$ cat config.mk
export PLATFORM = sky130hd
export DESIGN_NAME = jk_ff_bank
export DESIGN_NICKNAME = d
export VERILOG_FILES = /design/src/rtl/jk_ff_bank.sv
export SDC_FILE = /design/constraint.sdc
export NUM_CORES = 1
export LEC_CHECK = 0
export ABC_AREA = 0
export CORE_MARGIN = 2
export CORE_UTILIZATION = 37
export DETAILED_ROUTE_END_ITERATION = 7
export PLACE_DENSITY_LB_ADDON = 0.25
export RECOVER_POWER = 25
export SLEW_MARGIN = 25
export SYNTH_ARGS = -nofsm -noshare
export SYNTH_HDL_FRONTEND = slang
export SYNTH_SLANG_ARGS = --single-unit
$ cat constraint.sdc
create_clock -name clock -period 1.17 [get_ports clock]
set_input_delay 0.234 -clock clock [delete_from_list [all_inputs] [get_ports clock]]
set_output_delay 0.234 -clock clock [all_outputs]
set_load 0.05 [all_outputs]
$ cat src/rtl/jk_ff_bank.sv
// WIDTH-bit bank of JK cells with run-time JK / D / T / COUNT personality, change-detect and
// terminal-count status. Define JK_TOGGLE_STAT_EN to add the saturating toggle_cnt output.
module jk_ff_bank #(
    parameter int unsigned WIDTH     = 4,
    parameter logic [31:0] RESET_VAL = 32'd0
) (
    input  logic             clock,
    input  logic             reset,
    input  logic             en,
    input  logic [1:0]       mode,
    input  logic [WIDTH-1:0] J,
    input  logic [WIDTH-1:0] K,
    output logic [WIDTH-1:0] Q,
    output logic [WIDTH-1:0] Qn,
    output logic             changed,
    output logic             tc
`ifdef JK_TOGGLE_STAT_EN
    ,
    output logic [15:0]      toggle_cnt
`endif
);

    localparam logic [WIDTH-1:0] RST_Q = RESET_VAL[WIDTH-1:0];

    localparam logic [1:0] MODE_JK  = 2'b00;
    localparam logic [1:0] MODE_D   = 2'b01;
    localparam logic [1:0] MODE_T   = 2'b10;
    localparam logic [1:0] MODE_CNT = 2'b11;

    logic [WIDTH-1:0] j_eff;
    logic [WIDTH-1:0] k_eff;
    logic [WIDTH-1:0] q_next;
    logic             carry;
    logic             update;

    // Map each mode onto plain JK controls; COUNT ripples the all-ones carry from bit 0 up.
    always_comb begin
        j_eff = '0;
        k_eff = '0;
        carry = 1'b1;
        for (int i = 0; i < WIDTH; i++) begin
            case (mode)
                MODE_JK: begin
                    j_eff[i] = J[i];
                    k_eff[i] = K[i];
                end
                MODE_D: begin
                    j_eff[i] = J[i];
                    k_eff[i] = ~J[i];
                end
                MODE_T: begin
                    j_eff[i] = J[i];
                    k_eff[i] = J[i];
                end
                default: begin
                    j_eff[i] = carry;
                    k_eff[i] = carry;
                end
            endcase
            carry = carry & Q[i];
        end
    end

    always_comb begin
        q_next = Q;
        for (int i = 0; i < WIDTH; i++) begin
            case ({j_eff[i], k_eff[i]})
                2'b00:   q_next[i] = Q[i];
                2'b01:   q_next[i] = 1'b0;
                2'b10:   q_next[i] = 1'b1;
                default: q_next[i] = ~Q[i];
            endcase
        end
    end

    assign update = en && (q_next != Q);

    always_ff @(posedge clock) begin
        if (reset) begin
            Q       <= RST_Q;
            changed <= 1'b0;
        end else begin
            if (en) begin
                Q <= q_next;
            end
            changed <= update;
        end
    end

    assign Qn = ~Q;
    assign tc = (mode == MODE_CNT) && en && (&Q);

`ifdef JK_TOGGLE_STAT_EN
    always_ff @(posedge clock) begin
        if (reset) begin
            toggle_cnt <= 16'h0000;
        end else if (update && (toggle_cnt != 16'hFFFF)) begin
            toggle_cnt <= toggle_cnt + 16'h0001;
        end
    end
`endif

endmodule

== After elaboration in Yosys (flattened, before gate mapping) ==
Cells that the tools add are included.
Operators by class
  mux-type cells: 12
  equal/unequal tests: 12
  bitwise gates (word level): 11
  reductions and logical operators: 10
Operators with widths (count)
  1-bit one-hot mux with 3 select lines: 8
  2-bit equality test, second input constant: 6
  2-bit by 1-bit equality test with 1-bit output, second input constant: 5
  2-bit zero test: 5
  1-bit NOT: 8
  1-bit 2-to-1 mux: 4
  4-bit != test: 1
  4-bit NOT: 1
  4-bit AND reduction: 1
  1-bit logical AND: 3
  3-bit OR reduction: 1
  1-bit bitwise AND: 2
Word-level totals
  logic and storage cells: 47
  flip-flop bits (word level): 5
  output and inout bits: 10

== Logic depth before layout (Yosys ltp) ==
  depth in word-level cells: 7
  gate-level depth with buffers: 6
  mapped depth without buffers: 4

== Worst setup path after synthesis ==
Ideal clock, no wire load.
  kind: register -> output
  from: register Q[1]
  to: output tc
  data required time: 936 ps
  data arrival time: 1814 ps
  path slack: -878 ps
  cell stages (with the launch flop): 4
  buffers on the path: 0
  path through: dfxtp_1 -> and4_2 -> nand2_1 -> nor2_1
On the way
  longest elaborated chain between the ends: 2
RTL lines
  start, declared: RTL line 13  | output logic [WIDTH-1:0] Q,
  start signal, assigned: RTL line 84  | Q <= q_next;
  4-bit AND reduction: RTL line 91  | assign tc = (mode == MODE_CNT) && en && (&Q);
  1-bit logical AND: RTL line 91
  end, declared: RTL line 16  | output logic tc
Every way passes these cells.

== Worst setup path after layout ==
  from: input K[1]
  to: register changed
On the way
  longest elaborated chain between the ends: 5
  elaborated cells on any way between the ends: 7
RTL lines
  start, declared: RTL line 12  | input logic [WIDTH-1:0] K,
  1-bit one-hot mux with 3 select lines *: RTL line 42  | case (mode)
  2-bit equality test, or another cell as far along: RTL line 67  | case ({j_eff[i], k_eff[i]})
  1-bit one-hot mux with 3 select lines *: RTL line 67
  4-bit != test *: RTL line 76  | assign update = en && (q_next != Q);
  1-bit logical AND *: RTL line 76
  end signal, assigned: RTL line 86  | changed <= update;
  end, declared: RTL line 15  | output logic changed,
Every way passes the cells marked *; elsewhere a longest branch is shown, timed or not.
A chain may end at the register's enable or synchronous reset.

==> qor.csv <==
metric,value,unit
place_hpwl,1.29,mm
finalSetupTns,-816,ps
design_area,1150,µm²
numClockSinks,5,
netlist_top_cells_area,"dfxtp_1 (18%), or2b_1 (5.5%), nand2_1 (4.8%)",
pre_cts_slack,-575,ps
p_leak,0.538,nW
hold_end,Q[1],
drcViolationCount,0,
synth_cells,67,
ant_nets,0,
n_antenna_cell,0,
setup_ws,-276,ps
synth_ff_type,dfxtp_1,
start_util,0.406,
end_kind,flop,
synth.yosys.warnings,0,
drt_iter0_markers,26,
netlist.area_leader.share,0.183,
tightest_slew,308,ps
antenna_found_initial,0,
core-area,1350,µm²
outcome,"finished, violations left",
first_global_vias,730,
die-area,1800,µm²
peakVddDrop,0.526,mV
placementRows,13,
synthesis.area,548,µm²
cts_hold_buf,0,
utilization,0.849,
routed_wl,2.16,mm
wire_per_inst,16.2,µm
grt_overflow,0,
ioPinCount,23,
finalMaxSlewViolations,0,
place.gp.congestion,0.806,
max_freq,691,MHz
insertion_delay,250,ps
cts_buffers,3,
cts.clk_slew.worst_paths,50,ps
grt_max_degree,7,
hold_path_startpoint,J[1],
crit_fanout,2,
reg2reg_setup_slack,-270,ps
hold_viol,0,
syn-num-nets,80,
setup_violations,7,
num_vias,752,
cts-root-buf,clkbuf_4,
hp-class,in2reg,
violations,negative setup slack,
worstSetupStartpointType,input port,
layout-drive-gt1-share,0.593,
die_height,42.5,µm
critPathKind,in2reg,
rsz0062_at_grt,true,
reg2reg_to,changed,
whs_path_depth,4,
grt_use_total,0.215,
h-tree-depth,1,
nNetsFinal,132,
p_per_area,774,nW/µm²
synth.distinct_cells,40,
timing.final.crit_share,1.24,
synth_area_per_cell,8.18,µm²
power.total,0.887,mW
fin_skew,3.14,ps
io_buffer_count,22,
grt_pass1_wl,2.96,mm
drtPass1Iterations,4,
yosysMostFrequentCell,nand2_1,
vias_per_cell,5.65,
synth_area_leader_cell,dfxtp_1,
final.min_clock_period,1450,ps
synth-seq-area-share,0.183,
cp-startpoint,K[1],
die_x,42.5,µm
area_growth,109,%
ys_ff_latch,5,
max_cap_violations,0,
place_area,978,µm²
synth_edf_count,0,
clockBufferDepth,2,
rr_startpoint,Q[1],
cts_tree,built,
synthArstFlopShare,0,
maxSlewHeadroom,0.793,
worstPathArrival,1550,ps
synthTopCellsByCount,"nand2_1 (7), inv_1 (6), a21oi_1 (5), dfxtp_1 (5), or2b_1 (4)",
cp.required,1280,ps
r2r_cells,5,
[how the worst max path moves through the flow]
stage               endpoint  slack [ps]
floorplan                 tc        -200
CTS                       tc        -210
global route         changed        -290
global placement     changed        -530
finish               changed        -280
detailed placement   changed        -580
[through the flow]
stage               std cells  hold WS, ps
detailed placement        116          580
finish                    133          483
global placement          116          599
global route              133          516
floorplan                  67          296
CTS                       129          459
[critical path, stage by stage]
cell,delay [ps]
clkdlybuf4s50_1,390
and2b_2,180
a211o_2,330
a31oi_1,260
a311oi_1,160
[cell type report]
class                           count  area [µm²]
Clock buffer                        4        26.3
Multi-Input combinational cell     51         403
Timing Repair Buffer               52         549
Fill cell                          65         204
Tap cell                           15        18.8
Inverter                            6        33.8
Sequential cell                     5         115
[kinds of logic (layout without fill, tap and decap cells)]
logic type | Yosys count | after routing | share of synthesized area
buffers and inverters | 11 | 62 | 0.158
AOI/OAI and AO/OA | 25 | 25 | 0.349
DFF | 5 | 5 | 0.183
and+or+nand+nor | 26 | 26 | 0.311
[state kept, by name, indices dropped and copies added (netlist names)]
| signal | count |
|---|---|
| Q | 4 |
| changed | 1 |
[layer usage]
layer / routed length (µm) / vias up / track usage
met5: 0 / - / 0
met2: 1110 / 47 / 0.388
li1: - / 351 / -
met4: 138 / 0 / 0.138
met1: 790 / 338 / 0.228
met3: 118 / 16 / 0.0345
[layout by cell type, fill, tap and decap left out, types with 2 or more instances in the layout]
cell / Yosys / layout
clkdlybuf4s50_1: 0 / 3
dlygate4sd2_1: 0 / 5
buf_4: 1 / 25
buf_6: 2 / 5
a21o_1: 3 / 3
nand3_2: 1 / 2
a21oi_1: 5 / 3
inv_4: 0 / 3
dfxtp_4: 0 / 4
or2b_1: 4 / 4
buf_12: 0 / 9
a21oi_2: 0 / 2
clkbuf_4: 0 / 3
nand2b_2: 2 / 2
nor3_2: 1 / 2
inv_1: 6 / 2
nand2_1: 7 / 6
a21boi_0: 2 / 2
dlymetal6s2s_1: 0 / 2
[where the power goes]
part	switching (mW)	internal (mW)
clock	0.0881	0.130
combinational	0.230	0.240
sequential	0.0168	0.182
[repair_timing]
item	4_1_cts	5_1_grt
resized for setup	23	7
setup endpoints to repair	9	11
pin swaps	11	9
setup buffers	9	5
No activity file was read; power rests on OpenSTA's default activity.
